--- config.mk ---
export PLATFORM = sky130hd
export DESIGN_NAME = switch_debounce_conditioner
export DESIGN_NICKNAME = d
export VERILOG_FILES = /design/src/rtl/switch_debounce_conditioner.sv
export SDC_FILE = /design/constraint.sdc
export NUM_CORES = 1
export LEC_CHECK = 0
export BUFFER_PORTS_ARGS = -buffer_cell sky130_fd_sc_hd__buf_2
export CAP_MARGIN = 10
export CORE_ASPECT_RATIO = 0.9
export CORE_MARGIN = 4
export CORE_UTILIZATION = 35
export CTS_BUF_LIST = sky130_fd_sc_hd__clkbuf_2 sky130_fd_sc_hd__clkbuf_4 sky130_fd_sc_hd__clkbuf_8
export DETAILED_ROUTE_END_ITERATION = 6
export PLACE_DENSITY = 0.49
export SKIP_CTS_REPAIR_TIMING = 1
export SLEW_MARGIN = 5
export SYNTH_ARGS = -nofsm -noshare
export SYNTH_HDL_FRONTEND = slang
export SYNTH_SLANG_ARGS = --single-unit
export TNS_END_PERCENT = 5
--- constraint.sdc ---
create_clock -name clk_clk -period 2.7 [get_ports clk_clk]
set_input_delay 0.27 -clock clk_clk [delete_from_list [all_inputs] [get_ports clk_clk]]
set_output_delay 0.27 -clock clk_clk [all_outputs]
set_load 0.01 [all_outputs]
--- src/rtl/switch_debounce_conditioner.sv ---
// Switch conditioner: 2-flop sync, per-bit debounce, rise/fall strobes.
// Ports: clk_clk, reset_reset_n, sw_raw -> sw_stable, sw_rise, sw_fall, sw_changed.
module switch_debounce_conditioner #(
  parameter int WIDTH           = 5,
  parameter int DEBOUNCE_CYCLES = 500000,
  parameter int ACTIVE_LOW      = 0,
  localparam int CNT_W = $clog2(DEBOUNCE_CYCLES + 1)
) (
  input  logic             clk_clk,
  input  logic             reset_reset_n,
  input  logic [WIDTH-1:0] sw_raw,
  output logic [WIDTH-1:0] sw_stable,
  output logic [WIDTH-1:0] sw_rise,
  output logic [WIDTH-1:0] sw_fall,
  output logic             sw_changed
);

  localparam logic INV = (ACTIVE_LOW != 0);
  localparam logic [CNT_W-1:0] LAST =
    CNT_W'(DEBOUNCE_CYCLES - 1);
  localparam logic [CNT_W-1:0] ONE = CNT_W'(1);

  logic [WIDTH-1:0] s1;
  logic [WIDTH-1:0] s2;
  logic [CNT_W-1:0] cnt [WIDTH];
  logic [WIDTH-1:0] flip;

  // A bit flips once its new level has been seen
  // on D consecutive edges (counter at D-1 now).
  always_comb begin
    flip = '0;
    for (int i = 0; i < WIDTH; i++) begin
      flip[i] = (s2[i] != sw_stable[i]) &&
                (cnt[i] == LAST);
    end
  end

  always_ff @(posedge clk_clk) begin
    if (!reset_reset_n) begin
      s1         <= '0;
      s2         <= '0;
      sw_stable  <= '0;
      sw_rise    <= '0;
      sw_fall    <= '0;
      sw_changed <= 1'b0;
      for (int i = 0; i < WIDTH; i++) begin
        cnt[i] <= '0;
      end
    end else begin
      s1 <= sw_raw ^ {WIDTH{INV}};
      s2 <= s1;
      for (int i = 0; i < WIDTH; i++) begin
        if (s2[i] == sw_stable[i]) begin
          cnt[i] <= '0;
        end else if (cnt[i] == LAST) begin
          cnt[i] <= '0;
        end else begin
          cnt[i] <= cnt[i] + ONE;
        end
      end
      sw_stable  <= sw_stable ^ flip;
      sw_rise    <= flip & s2;
      sw_fall    <= flip & ~s2;
      sw_changed <= |flip;
    end
  end

endmodule

== Yosys cells after proc, flatten, opt, wreduce, memory -nomap -nowiden ==
Memories as Yosys holds them, arrays and structs flattened.
Cells that the tools add are included.

* Memories: 1
* Output and inout bits: 16
* Input bits: 7
* Logic and storage cells: 123
* Flip-flop bits (word level): 26
* Bits in writable memories: 95

* Reduce and logical (&&, ||, !) cells: 6
* Add/sub/neg operators: 5
* Multiplexer cells: 71
* Bitwise gates (word level): 19
* Equal/unequal tests: 15

{| class="wikitable"
|+ Memories
! name !! depth !! bits a word !! rd ports !! clocked after Yosys merged registers in !! write ports !! line !! RTL
|-
| cnt || 5 || 19 || 5 || 0 || 5 || 25 || <nowiki>logic [CNT_W-1:0] cnt [WIDTH];</nowiki>
|}

{| class="wikitable"
|+ Operators by type and width
! cell !! number
|-
| $mux W19 || 15
|-
| $add A19 B1 Y19 const B || 5
|-
| $eq A19 B19 Y1 const B || 5
|-
| $mux W1 || 56
|-
| $or A1 B1 Y1 || 15
|-
| $and A5 B5 Y5 || 2
|-
| $eq A1 B1 Y1 || 5
|-
| $logic_and A1 B1 Y1 || 5
|-
| $ne A1 B1 Y1 || 5
|-
| $not A5 Y5 || 1
|-
| $reduce_or A5 Y1 || 1
|-
| $xor A5 B5 Y5 || 1
|}

== Longest topological paths before layout ==
Gate-level depths: netlist of the first run.

* Word-level depth: 7
* Mapped depth: 8
* Mapped depth without buffers: 6

== Least setup slack after synthesis of the first run ==
No wires, ideal clock.

* Path kind: register to register
* Start point: mem cnt[4][14] in the netlist's numbering
* End point: mem cnt[4][11] in the netlist's numbering (data pin)
* Library setup time: 0.254 ns
* Required time: 2.446 ns
* Slack: 0.769 ns
* Stages on the path, launching flop included: 7
* Period minus slack after synthesis: 1.931 ns
* Buffers on the path: 2
* Data arrival time: 1.677 ns
* Cell sequence: edfxtp_1 or4b_4 nor4_4 or2_1 buf_6 buf_6 nor2_1

{| class="wikitable"
|+ RTL lines
! what !! line
|-
| from (decl) || 25
|}

==> results.cfg, run 1 <==
[detailed_routing]
viasPerCell = 4.468
remaining_drc_errors = 0
drt_wl_total_mm = 10.85
antenna_left = 0
dr.pass1.iters = 4
drtIter0Drc = 233
wire_per_inst_um = 12.01
vias = 4035

[hold_path]
worst_hold_path.num_cells = 2
hold_class = in2reg
hp-start = sw_raw[2]
hold_end = s1[2]

[floorplan]
die_w_um = 145.3
core_area_um2 = 16410
dieHeight_um = 131.6
die-area_um2 = 19120
initial_core_util_pct = 36.20
rows = 44
io_pins = 23

[global_route]
grt_pass1_vias = 3934
antenna_found_initial = 0
grt_usage_pct = 12.12
gr-total-overflow = 0
grt_pass1_wl_mm = 18.80
grt_max_degree = 22

[pwr]
p_comb_share_pct = 3.5
p_seq_share_pct = 53.7
p_clk_share_pct = 42.8
power.total_mw = 3.995
ir_drop_uv = 269.3
leakage_nw = 2.616
netSwitchingFraction_pct = 21.31
power.switching_uw = 851.4
pwr_density_cell_nw_per_um2 = 566.8
internal_power_mw = 3.143

[job]
cap_violations = 0

[critical_path]
r2r_end = cnt[1][15]
cp.required_ns = 2.89
r2r_cells = 6
cp_max_fo = 10
reg2reg_slack_ns = 0.53
arrival_ns = 2.36
reg2reg_from = cnt[1][10]
worst_setup_path_start_kind = register
endpoint_kind = register
path_class = reg2reg

[synthesis]
yosysUniqueCellTypes = 37
syn_area_per_cell_um2 = 10.74
synth_edf_count = 95
ys.flop_type = edfxtp_1
mappedNetlistArea_um2 = 5939
syn_inst = 553
async_reset_ff_share_pct = 0
ys_ff_latch = 121
ys_warn_count = 0
ys_seq_area_share_pct = 56.79

[final_layout]
final_common_cell = nor2_1
stdcell_count = 903
diodes = 0
fin_util_pct = 42.96
design_area_um2 = 7048
layout-drive-gt1-share_pct = 9.339
final_cell_mix = nor2_1 (122), edfxtp_1 (95), conb_1 (95), xor2_1 (54)
nets = 695
syn2layout_area_growth_pct = 18.66

[timing]
max_freq_mhz = 460.2
drv_slew = 0
period_share_pct = 80.49
finalHoldViolations = 0
finClkSkew_ns = 0.008490
setup_tns_ns = 0
hold_ws_ns = 0.04368
rsz0062_at_grt = false
tightest_slew_ns = 0.7338
final.setup.worst_slack_ns = 0.5268
relSlewSlack_pct = 50.70
fin_crit_ns = 2.173
setup_viol = 0

[cts]
h-tree-depth = 4
clkLatencyLatePin_ns = 0.43
cts_tree = done
cts_sinks = 121
clk_pin_slew_ns = 0.07
root_buffer = clkbuf_8
clock_path_buffers = 2
numCtsBuffers = 17

[placed_design]
hpwlAfterDp_mm = 7.806
gp_congestion = 0.7814
placed_area_um2 = 6630
port-buffer-count = 22
dp.cells = 871
dp_slack_ns = 0.5746

[status]
outcome = complete, no violations
flip-flops by register name, summed over array words and instances, names as in the netlist, named ones only:
register,count
cnt,95
s1,5
s2,5
sw_fall,5
sw_rise,5
sw_changed,1
synthesized netlist by cell type (10+ instances only):
cell type  count  area share [%]
edfxtp_1      95              48
dfxtp_1       26             8.8
nor3_1        12             1.0
nand4_1       19             2.0
and4_1        10             1.5
xnor2_1       35             5.2
and2_1        14             1.5
inv_1         13            0.82
nand3_1       38             3.2
nand2_1       38             2.4
and3_1        17             1.8
nor2_1       122             7.7
xor2_1        54             8.0
per-layer routing:
layer  track usage, %  up-vias  share of wire (%)
li1                 -     2097                  -
met2            18.63       45                 44
met5                0        -                  0
met1            16.26     1884                 52
met3            3.926        9                3.6
met4            3.956        0                1.1
power by group through the flow:
| stage | clock, mW | sequential [mW] | combinational, mW |
|---|---|---|---|
| 2_1_floorplan | 0 | 2.17 | 0.117 |
| 5_1_grt | 1.86 | 2.16 | 0.167 |
| 3_3_place_gp | 0 | 2.18 | 0.137 |
| 6_report | 1.71 | 2.15 | 0.141 |
| 3_5_place_dp | 0 | 2.19 | 0.138 |
| 4_1_cts | 1.77 | 2.15 | 0.139 |
cells by family after synthesis:
group                      after synthesis  synth area share, %
AOI/OAI and AO/OA                        6               0.7373
adders and majority gates                5                1.053
and+or+nand+nor                        303                25.45
muxes                                    4               0.6741
other                                    1              0.06314
buffers and inverters                   24                2.107
DFF                                    121                56.79
xor gates and xnor gates                89                13.12
worst max-delay path: stages, from the launching register on:
cell	delay, ns
edfxtp_1	0.45
nor4b_1	0.42
nand3_1	0.15
nor4_1	0.46
or2_1	0.20
buf_4	0.18
nor2_1	0.07
worst max path at each step:
stage,startpoint,to,slack (ns)
final,cnt[1][10],cnt[1][15],0.53
after global routing,cnt[1][10],cnt[1][3],0.36
after CTS,cnt[1][10],cnt[1][15],0.55
after detailed placement,cnt[1][10],cnt[1][15],0.57
after global placement,cnt[1][12],cnt[1][9],0.63
after floorplan,cnt[4][14],cnt[4][11],0.77
area by class of cell:
type	count	area [um^2]
fill	1625	9358
sequential	121	3373
multi-input combinational	502	2794
clock buffer	23	297.8
tap	207	259.0
timing repair buffer	28	155.1
clock inverter	9	120.1
inverter	13	48.80
Power figures use the tool's default switching activity.
==> run 2: changes to the inputs <==
Settings changed: PLACE_DENSITY 0.49 to 0.51.
Clock period 2.7 ns to 1.8 ns, I/O delays scaled along.
==> run 2 against run 1 <==
  * The flow now finishes with violations (setup timing)
  * Design area rose by 12%
  * Utilization rose by 5.0 points
  * Global-route usage is 0.44 points higher
  * Critical path type unchanged
  * Largest power group unchanged
==> results.cfg, run 2 (synthesis results as in run 1) <==
[status]
outcome = finished with violations
violations = setup timing

[placed_design]
dp.cells = 928
port-buffer-count = 22
dp_slack_ns = -0.1034
hpwlAfterDp_mm = 8.498
placed_area_um2 = 7121
gp_congestion = 0.7504

[cts]
numCtsBuffers = 17
clkLatencyLatePin_ns = 0.45
root_buffer = clkbuf_8
cts_tree = done
clock_path_buffers = 2
clk_pin_slew_ns = 0.07
cts_sinks = 121
h-tree-depth = 4

[detailed_routing]
viasPerCell = 4.454
drtIter0Drc = 148
antenna_left = 0
remaining_drc_errors = 0
drt_wl_total_mm = 11.82
drt-met1-wl_mm = 5.761
wire_per_inst_um = 12.15
top_layer_used = met4
vias = 4334
dr.pass1.iters = 4
wl_met3_um = 403
wl_met2_mm = 5.533

[timing]
drv_slew = 0
rsz0062_at_grt = true
finClkSkew_ns = 0.008695
final.setup.worst_slack_ns = -0.09635
finalHoldViolations = 0
max_freq_mhz = 527.3
setup_viol = 38
fin_crit_ns = 1.896
period_share_pct = 105.4

[final_layout]
nets = 765
final_common_cell = nor2_1
stdcell_count = 973
largest_register_ffs = 95
fin_util_pct = 47.93
diodes = 0
design_area_um2 = 7864
top_register = cnt
layout-drive-gt1-share_pct = 20.63
final_cell_mix = nor2_1 (116), edfxtp_1 (95), conb_1 (95), buf_4 (62), xor2_1 (54)
syn2layout_area_growth_pct = 32.40

[floorplan]
initial_core_util_pct = 36.20
die-area_um2 = 19120
io_pins = 23
die_w_um = 145.3
dieHeight_um = 131.6
core_area_um2 = 16410
rows = 44

[global_route]
grt_pass1_vias = 4181
gr-total-overflow = 0
grt_max_degree = 20
antenna_found_initial = 0
grt_pass1_wl_mm = 19.49
grt_usage_pct = 12.56

[critical_path]
endpoint_kind = register
reg2reg_from = cnt[4][9]
cp_max_fo = 9
cpMaxStageDelayCell = or4b_4
critical-path-max-stage-delay_ns = 0.57
worst_setup_path_start_kind = register
worstPathCellList = or4b_4, nor4_4, or2_4, clkbuf_16, nor2_1
path_delay_family = simple AND/OR/NAND/NOR gates
cp.required_ns = 2.00
r2r_cells = 5
reg2reg_slack_ns = -0.1
arrival_ns = 2.10
cp.depth = 5
crit_buf_inv = 1
crit_end = cnt[4][4]
crit_start = cnt[4][9]
r2r_end = cnt[4][4]
path_class = reg2reg

[pwr]
p_comb_share_pct = 5.6
power.switching_mw = 1.304
leakage_nw = 3.070
p_clk_share_pct = 41.7
pwr_density_cell_nw_per_um2 = 773.0
internal_power_mw = 4.775
ir_drop_uv = 438.3
netSwitchingFraction_pct = 21.46
p_seq_share_pct = 52.7

[hold_path]
worst_hold_path.num_cells = 2
hold_class = in2reg

[job]
cap_violations = 0
-- run 2: cell types whose count changed in the layout (fill, tap and decap cells not counted), moves of 5 or more --
cell / change
buf_4: +56
dlygate4sd3_1: +5
nor2_1: -6
buf_12: +5
-- run 2: per-layer routing --
layer  global-route usage, %  vias to the layer above
li1                        -                     2242
met1                   16.27                     2035
met2                   19.57                       43
met3                   4.339                       14
met4                   4.589                        0
met5                       0                        -
-- run 2: layout make-up --
| type | instances | area [um^2] |
|---|---|---|
| Tap cell | 207 | 259.0 |
| Multi-Input combinational cell | 502 | 2957 |
| Clock buffer | 23 | 291.5 |
| Clock inverter | 9 | 122.6 |
| Timing Repair Buffer | 98 | 812.0 |
| Inverter | 13 | 48.80 |
| Fill cell | 1546 | 8542 |
| Sequential cell | 121 | 3373 |
-- run 2: power groups by stage --
stage / Sequential (mW) / Clock, mW / Combinational, mW
final: 3.20 / 2.54 / 0.342
after global routing: 3.21 / 2.77 / 0.386
after CTS: 3.20 / 2.64 / 0.302
after detailed placement: 3.26 / 0 / 0.299
after global placement: 3.25 / 0 / 0.297
after floorplan: 3.25 / 0 / 0.175
-- run 2: worst min-delay path by stage --
stage | slack, ns | startpoint | end
floorplan | 0.31 | sw_raw[0] | s1[0]
global placement | 0.40 | sw_raw[0] | s1[0]
detailed placement | 0.41 | sw_raw[3] | s1[3]
CTS | -0.08 | sw_raw[3] | s1[3]
global route | 0.05 | reset_reset_n | sw_fall[3]
finish | 0.07 | reset_reset_n | sw_fall[3]
-- run 2: through the flow --
| step | hold WS, ns | total power, mW | setup TNS [ns] |
|---|---|---|---|
| after floorplan | 0.3073 | 3.425 | -3.158 |
| after global placement | 0.4041 | 3.547 | -2.711 |
| after detailed placement | 0.4082 | 3.556 | -4.157 |
| after CTS | -0.08253 | 6.135 | -5.326 |
| after global routing | 0.04850 | 6.369 | -5.209 |
| final | 0.07214 | 6.079 | -2.014 |
